## config.mk

```make
export PLATFORM = sky130hd
export DESIGN_NAME = gol_frame_streamer
export DESIGN_NICKNAME = d
export VERILOG_FILES = /design/src/rtl/gol_pkg.sv /design/src/rtl/gol_popcount64.sv /design/src/rtl/gol_frame_streamer.sv
export SDC_FILE = /design/constraint.sdc
export NUM_CORES = 1
export LEC_CHECK = 0
export CAP_MARGIN = 20
export CORE_MARGIN = 3
export CORE_UTILIZATION = 28
export CTS_BUF_LIST = sky130_fd_sc_hd__clkbuf_4
export DETAILED_ROUTE_END_ITERATION = 6
export PLACE_DENSITY = 0.57
export RECOVER_POWER = 100
export SYNTH_ARGS = -nofsm -noshare
export SYNTH_HDL_FRONTEND = slang
export SYNTH_HIERARCHICAL = 1
export SYNTH_SLANG_ARGS = --single-unit
```

## constraint.sdc

```tcl
create_clock -name clk -period 10.9 [get_ports clk]
set_input_delay 2.725 -clock clk [delete_from_list [all_inputs] [get_ports clk]]
set_output_delay 2.725 -clock clk [all_outputs]
set_load 0.005 [all_outputs]
```

## src/rtl/gol_pkg.sv

```systemverilog
// Shared types and sizing for the Game-of-Life frame streamer.
package gol_pkg;

   localparam int unsigned BOARD_W  = 64;
   localparam int unsigned ROW_W    = 8;
   localparam int unsigned NUM_ROWS = 8;
   localparam int unsigned IDX_W    = $clog2(NUM_ROWS);
   localparam int unsigned POP_W    = $clog2(BOARD_W) + 1;

   localparam logic [IDX_W-1:0] LAST_ROW = IDX_W'(NUM_ROWS - 1);

   typedef enum logic [0:0] {
      StIdle,
      StStream
   } state_e;

   typedef logic [BOARD_W-1:0] board_t;

endpackage

```

## src/rtl/gol_popcount64.sv

```systemverilog
// Combinational population count of a 64-bit board.
module gol_popcount64
   import gol_pkg::*;
(
   input  board_t           board,
   output logic [POP_W-1:0] count
);

   always_comb begin
      count = '0;
      for (int i = 0; i < BOARD_W; i++) begin
         count = count + POP_W'(board[i]);
      end
   end

endmodule

```

## src/rtl/gol_frame_streamer.sv

```systemverilog
// Streams 8x8 Game-of-Life boards row by row, with one pending board slot and
// per-frame statistics (live cells, still-life detection, generation count).
module gol_frame_streamer
   import gol_pkg::*;
#(
   parameter int unsigned GEN_W = 16
) (
   input  logic              clk,
   input  logic              reset,
   input  logic              board_valid,
   input  board_t            board,
   output logic              board_ready,
   output logic              row_valid,
   output logic [ROW_W-1:0]  row_data,
   output logic [IDX_W-1:0]  row_idx,
   output logic              row_last,
   input  logic              row_ready,
   output logic [POP_W-1:0]  live_count,
   output logic              still_life,
   output logic [GEN_W-1:0]  gen_count
);

   state_e             state_q, state_d;
   board_t             f_q, f_d, p_q, p_d;
   logic               p_full_q, p_full_d;
   logic [IDX_W-1:0]   idx_q, idx_d;
   logic [POP_W-1:0]   live_q, live_d;
   logic               still_q, still_d;
   logic [GEN_W-1:0]   gen_q, gen_d;

   logic               accept, row_hs, last_hs;
   logic               load_from_p, load_from_board, load_p, f_load;
   board_t             new_f;
   logic [POP_W-1:0]   new_pop;

   gol_popcount64 u_popcount (
      .board (new_f),
      .count (new_pop)
   );

   // board_ready is purely a register output, so accept never depends on row_ready.
   always_comb begin
      accept          = board_valid && !p_full_q;
      row_hs          = (state_q == StStream) && row_ready;
      last_hs         = row_hs && (idx_q == LAST_ROW);
      load_from_p     = last_hs && p_full_q;
      load_from_board = accept && ((state_q == StIdle) || last_hs);
      load_p          = accept && (state_q == StStream) && !last_hs;
      f_load          = load_from_p || load_from_board;
      new_f           = load_from_p ? p_q : board;
   end

   always_comb begin
      state_d  = state_q;
      f_d      = f_q;
      p_d      = p_q;
      p_full_d = p_full_q;
      idx_d    = idx_q;
      live_d   = live_q;
      still_d  = still_q;
      gen_d    = gen_q;

      if (f_load) begin
         f_d     = new_f;
         idx_d   = '0;
         live_d  = new_pop;
         still_d = (new_f == f_q) && (gen_q != '0);
         if (gen_q != {GEN_W{1'b1}}) begin
            gen_d = gen_q + 1'b1;
         end
      end else if (row_hs) begin
         idx_d = idx_q + 1'b1;
      end

      if (load_from_p) begin
         p_full_d = 1'b0;
      end else if (load_p) begin
         p_d      = board;
         p_full_d = 1'b1;
      end

      unique case (state_q)
         StIdle: begin
            if (accept) begin
               state_d = StStream;
            end
         end
         StStream: begin
            if (last_hs && !p_full_q && !accept) begin
               state_d = StIdle;
            end
         end
         default: state_d = StIdle;
      endcase
   end

   always_ff @(posedge clk or negedge reset) begin
      if (!reset) begin
         state_q  <= StIdle;
         f_q      <= '0;
         p_q      <= '0;
         p_full_q <= 1'b0;
         idx_q    <= '0;
         live_q   <= '0;
         still_q  <= 1'b0;
         gen_q    <= '0;
      end else begin
         state_q  <= state_d;
         f_q      <= f_d;
         p_q      <= p_d;
         p_full_q <= p_full_d;
         idx_q    <= idx_d;
         live_q   <= live_d;
         still_q  <= still_d;
         gen_q    <= gen_d;
      end
   end

   always_comb begin
      board_ready = !p_full_q;
      row_valid   = (state_q == StStream);
      row_idx     = idx_q;
      row_last    = row_valid && (idx_q == LAST_ROW);
      row_data    = row_valid ? f_q[idx_q*ROW_W +: ROW_W] : '0;
      live_count  = live_q;
      still_life  = still_q;
      gen_count   = gen_q;
   end

endmodule

```

==> results of run 1 <==
[routing by layer]
metal | share of wire [%] | GRT usage [%] | up-vias
met5 | 0 | 0 | -
met4 | 2.0 | 4.46 | 0
met3 | 6.0 | 2.97 | 31
met2 | 47 | 24.4 | 252
met1 | 45 | 21.5 | 3570
li1 | - | - | 3341
[layout by cell type, fill, tap and decap left out, types with 3 or more instances in the layout]
cell and n:
a2111oi_0 4, mux2_2 80, nor2_1 67, ha_1 20, a22oi_1 4, clkbuf_1 7
inv_6 4, a21oi_1 69, dlygate4sd3_1 38, o2bb2ai_1 3, mux2i_1 58, inv_8 4
nor3_1 4, nand2_1 26, mux4_2 16, clkbuf_4 17, dfrtp_1 157, o221ai_1 5
nand3_1 11, xnor2_1 41, mux2i_2 4, a211oi_1 5, nor2b_1 10, nor4_1 7
a221oi_1 3, a222oi_1 5, o21ai_0 18, nand4_1 11, clkdlybuf4s50_1 66, fa_1 54
xor2_1 12, o22ai_1 4, inv_1 174
[worst max-delay path, delay by kind of cell]
family,cells,cell delay [ns]
multiplexers,1,0.25
adder cells (fa/ha/maj),10,4.69
buffers and inverters,7,1.39
AO/OA/AOI/OAI,4,0.82
AND/OR/NAND/NOR,1,0.55
[how the worst max path moves through the flow]
| stage | end | slack (ns) | depth (start not counted) |
|---|---|---|---|
| global route | live_count[6]$_DFFE_PN0P_ | 0.68 | 21 |
| CTS | live_count[6]$_DFFE_PN0P_ | 1.39 | 23 |
| global placement | live_count[6]$_DFFE_PN0P_ | 0.81 | 21 |
| floorplan | live_count[6]$_DFFE_PN0P_ | 1.32 | 24 |
| finish | live_count[6]$_DFFE_PN0P_ | 0.95 | 23 |
| detailed placement | live_count[6]$_DFFE_PN0P_ | 0.74 | 23 |
[layout make-up]
class	count	area (um2)	area share (%)
Tap cell	455	569	4.80
Timing Repair Buffer	114	1100	9.30
Sequential cell	157	3930	33.2
Clock buffer	17	128	1.08
Inverter	174	653	5.51
Clock inverter	15	174	1.47
Multi-Input combinational cell	574	5290	44.7
Antenna cell	1	2.50	0.0211
[sequential cells by signal, indices dropped and copies added, names as in the netlist]
signal and flops:
f_q 64, gen_count 16, live_count 7, p_full_q 1, p_q 64, row_idx 3, row_valid 1, still_life 1
[cell families after synthesis]
group	Yosys count	share of synthesized area (%)
mux	159	19.1
buf+inv	213	8.36
fa+ha+maj	74	13.2
flops	157	39.0
compound gates	136	8.42
xor+xnor	53	4.61
simple gates	152	7.32
[per-stage QoR]
stage	utilization, %	hold WS [ns]	area, um2	worst slack (ns)	std cells
final	33.9	0.524	11900	0.954	1507
after global routing	33.9	0.543	11900	0.676	1507
after CTS	34.0	0.526	11900	1.39	1506
after detailed placement	33.2	0.494	11600	0.741	1474
after global placement	33.2	0.488	11600	0.806	1474
after floorplan	-	0.480	10100	1.32	944
==> impl_metrics.toml, run 1 <==
[detailed_routing]
wl_per_cell_um = 19.2
drtIter0Drc = 527
drtAntennaViolNets = 0
via_per_inst = 4.77
drc = 0
dr.pass1.iters = 6
vias = 7194
wl_mm = 29.0

[floorplan]
core-area_mm2 = 0.0350
die_w_um = 196
die_area_mm2 = 0.0383
start_util_pct = 28.8
die_h_um = 196
rows = 68
pin_count = 106

[outcome]
violations = "max-capacitance violations, max-slew violations"
outcome = "finished with violations"

[critical_path]
reg2regPathDepth = 25
criticalPathCategory = "in -> reg"
rr_startpoint = "row_idx[0]$_DFFE_PN0P_"
crit_required_ns = 11.40
crit_path_frequent_cell = "fa_1"
path_cells = "dlygate4sd3_1 > nand4_1 > buf_12 > a21oi_1 > inv_1 > fa_1 > inv_1 > fa_1 > inv_1 > fa_1 > inv_1 > fa_1 > fa_1 > fa_1 > fa_1 > fa_1 > inv_1 > ha_1 > fa_1 > a211oi_1 > o21ai_0 > a21o_1 > mux2_2"
cpMaxStageDelayCell = "dlygate4sd3_1"
r2r_slack_ns = 1.64
reg2reg_to = "live_count[6]$_DFFE_PN0P_"
critical_path.endpoint_type = "flip-flop"
worstSetupStartpointType = "input port"
arrival_ns = 10.45
worstSetupStartpoint = "row_ready"
cp_max_fo = 46
slowest_delay_ns = 0.62

[clocking]
ctsHtreeMaxLevel = 4
tritoncts = "yes"
clkLatencyLatePin_ns = 0.60
cts_hold_buf = 0
clk_pin_slew_ns = 0.16
cts_buffer_depth = 2
cts.sinks = 157
cts-root-buf = "clkbuf_4"
cts-buffers-inserted = 17
cts.repair.resized = 0
post_cts_buffers = 0

[final_layout]
drive_above_1_share_pct = 13.2
nNetsFinal = 1180
num-fill-cells = 3516
syn_to_final_growth_pct = 17.7

[synth]
avgSynthCellArea_um2 = 10.7
syn_inst = 944
synth_warnings = 6
syn-num-nets = 1086
synth_area_leaders = "dfrtp_1, fa_1, mux2_2"
async_reset_ff_share_pct = 100
synth_edf_count = 0
ys_ff_latch = 157
yosysTopAreaCellShare_pct = 39.0
yosysMostFrequentCell = "inv_1"
synth-seq-area-share_pct = 39.0
synth_top_cells_by_count = "inv_1, dfrtp_1, mux2_2"
synth_cell_types = 55
synth_area_mm2 = 0.0101
yosysTopAreaCell = "dfrtp_1"
synthFlopType = "dfrtp_1"

[timing]
fin_crit_sh_pct = 91.2
fin_crit_ns = 9.95
timing_worst_slew_pin_value_ns = 3.91
fin_skew_ns = 0.0334
fmax_ghz = 0.101
drv_slew = 392
hold_violations = 0
setup_viol = 0
rsz0062_at_grt = "false"
setup_tns_ns = 0
maxSlewHeadroom_pct = -160

[global_routing]
grt_max_degree = 81
grt_pass1_vias = 7387
grt-ovfl-total = 0
grt_usage_pct = 15.4
grt_pass1_wl_mm = 44.8
antenna_found_initial = 2

[placement]
numPortBuffers = 105
dp_hpwl_mm = 22.5
place_congestion = 0.900

[min_path]
holdPathEnd = "p_q[38]$_DFFE_PN0P_"
min_path_type = "reg -> reg"
holdPathStages = 1
min_from = "p_q[38]$_DFFE_PN0P_"

[run]
maxCapViolCount = 7
Power of run 1 is not shown: default switching activity piles up to over one toggle a cycle in this logic, so the estimate is an artifact.
==> inputs of run 2 (changes only) <==
--- a/config.mk
+++ b/config.mk
@@ -10,6 +10,7 @@
 export CORE_UTILIZATION = 28
 export CTS_BUF_LIST = sky130_fd_sc_hd__clkbuf_4
 export DETAILED_ROUTE_END_ITERATION = 6
+export GPL_TIMING_DRIVEN = 0
 export PLACE_DENSITY = 0.57
 export RECOVER_POWER = 100
 export SYNTH_ARGS = -nofsm -noshare
==> run 2 against run 1 <==
- the flow finishes with violations (design-rule violations, max-capacitance violations, max-slew violations)
- die area did not move
- register-to-register slack better by 0.74 ns
- global-route usage grew 2.3 points
- final cell count increased by 2.0%
- maximum frequency shrank 4.6%
- via count up 5.2%
- critical path type unchanged
- non-clock buffer count increased by 30
- cell area grew 0.94%
- core utilization grew 0.32 points
- routed wire length grew 14%
- setup slack worse by 0.48 ns
- largest cell class unchanged
- worst hold slack got worse by 0.0026 ns
==> impl_metrics.toml, run 2 (same netlist as run 1, synthesis figures left out) <==
[outcome]
outcome = "finished with violations"
violations = "design-rule violations, max-capacitance violations, max-slew violations"

[timing]
rsz0062_at_grt = "false"
whs_ns = 0.521
maxSlewHeadroom_pct = -242
setup_viol = 0
fin_skew_ns = 0.0377
timing_worst_slew_pin_value_ns = 5.13
hold_violations = 0
drv_slew = 160
fmax_ghz = 0.0959
fin_crit_sh_pct = 95.6
fin_crit_ns = 10.42

[clocking]
cts_buffer_depth = 2
cts-root-buf = "clkbuf_4"
cts_hold_buf = 0
ctsHtreeMaxLevel = 4
post_cts_buffers = 0
cts.repair.resized = 0
cts.sinks = 157
clk_pin_slew_ns = 0.13
cts-buffers-inserted = 17
clkLatencyLatePin_ns = 0.60
tritoncts = "yes"

[detailed_routing]
wl_mm = 33.1
via_per_inst = 4.93
vias = 7571
drc = 7
wl_per_cell_um = 21.5
drtIter0Drc = 849
drtAntennaViolNets = 0
dr.pass1.iters = 7

[floorplan]
die_w_um = 196
pin_count = 106
rows = 68
start_util_pct = 28.8
die_area_mm2 = 0.0383
core-area_mm2 = 0.0350
die_h_um = 196

[placement]
dp_cells = 1505
numPortBuffers = 105
place_congestion = 0.954
dp_hpwl_mm = 25.6

[critical_path]
criticalPathCategory = "in -> reg"
critical_path.endpoint_type = "flip-flop"
crit_required_ns = 11.38
arrival_ns = 10.91
worstSetupStartpointType = "input port"
cp_max_fo = 19

[run]
maxCapViolCount = 2

[global_routing]
grt-ovfl-total = 0
grt_usage_pct = 17.7
grt_max_degree = 113
antenna_found_initial = 1
grt_pass1_wl_mm = 50.3
grt_pass1_vias = 7805

[final_layout]
layout_commonest_cell = "inv_1"
drive_above_1_share_pct = 13.0
syn_to_final_growth_pct = 18.8
layout_common_cells = "inv_1, dfrtp_1, mux2_2"
stdcell_count = 1537
nNetsFinal = 1210

[min_path]
min_path_type = "reg -> reg"
run 2: cell types whose count changed in the layout (fill, tap and decap cells not counted), moves of 2 or more:
cell        before  now
buf_6            0    5
clkinvlp_4       1    6
inv_8            4    0
clkbuf_1         7   31
buf_2            0    2
buf_4            2    0
inv_6            4    1
run 2: layout make-up:
type	count	area (um2)
fill	3537	23000
multi-input combinational	574	5290
sequential	157	3930
timing repair buffer	106	1060
inverter	174	653
tap	455	569
buffer	38	183
clock inverter	14	145
clock buffer	18	135
antenna	1	2.50
run 2: metal layers:
| layer | GRT usage, % | routed length (um) | vias up |
|---|---|---|---|
| met5 | 0 | 0 | - |
| met4 | 4.54 | 666 | 0 |
| met3 | 3.78 | 2300 | 39 |
| met2 | 28.1 | 15500 | 301 |
| met1 | 24.7 | 14600 | 3828 |
| li1 | - | - | 3403 |
run 2: metrics by stage:
step | util [%] | TNS (ns) | setup WS [ns] | instance area, um2
final | 34.2 | 0 | 0.476 | 12000
after global routing | 34.2 | 0 | 0.211 | 12000
after CTS | 34.3 | 0 | 0.296 | 12000
after detailed placement | 33.5 | -0.587 | -0.304 | 11700
after global placement | 33.4 | -0.620 | -0.322 | 11700
after floorplan | - | 0 | 1.32 | 10100
run 2: worst max-delay path: stages:
cell,delay (ns)
dlygate4sd3_1,0.61
nand4_1,0.22
buf_6,0.25
buf_6,0.23
buf_2,0.58
mux2i_1,0.56
inv_1,0.13
fa_1,0.57
fa_1,0.42
fa_1,0.49
inv_1,0.05
fa_1,0.54
fa_1,0.47
fa_1,0.54
fa_1,0.45
fa_1,0.50
inv_1,0.05
ha_1,0.21
fa_1,0.48
a211oi_1,0.22
o21ai_0,0.13
a21o_1,0.18
mux2_2,0.25
run 2: path summary, 6_finish.rpt:
path                                                   to                   start  depth (start not counted)  slack, ns
worst min register to register        p_q[11]$_DFFE_PN0P_     p_q[11]$_DFFE_PN0P_                          1       0.52
worst max-delay path            live_count[6]$_DFFE_PN0P_               row_ready                         23       0.48
worst min-delay path                  p_q[11]$_DFFE_PN0P_     p_q[11]$_DFFE_PN0P_                          1       0.52
min in group asynchronous             p_q[28]$_DFFE_PN0P_                   reset                          1       2.93
worst max register to register  live_count[6]$_DFFE_PN0P_  row_idx[0]$_DFFE_PN0P_                         24       2.38
max in group asynchronous              f_q[1]$_DFFE_PN0P_                   reset                          2       1.79
Power of run 2 is left out for the same reason.
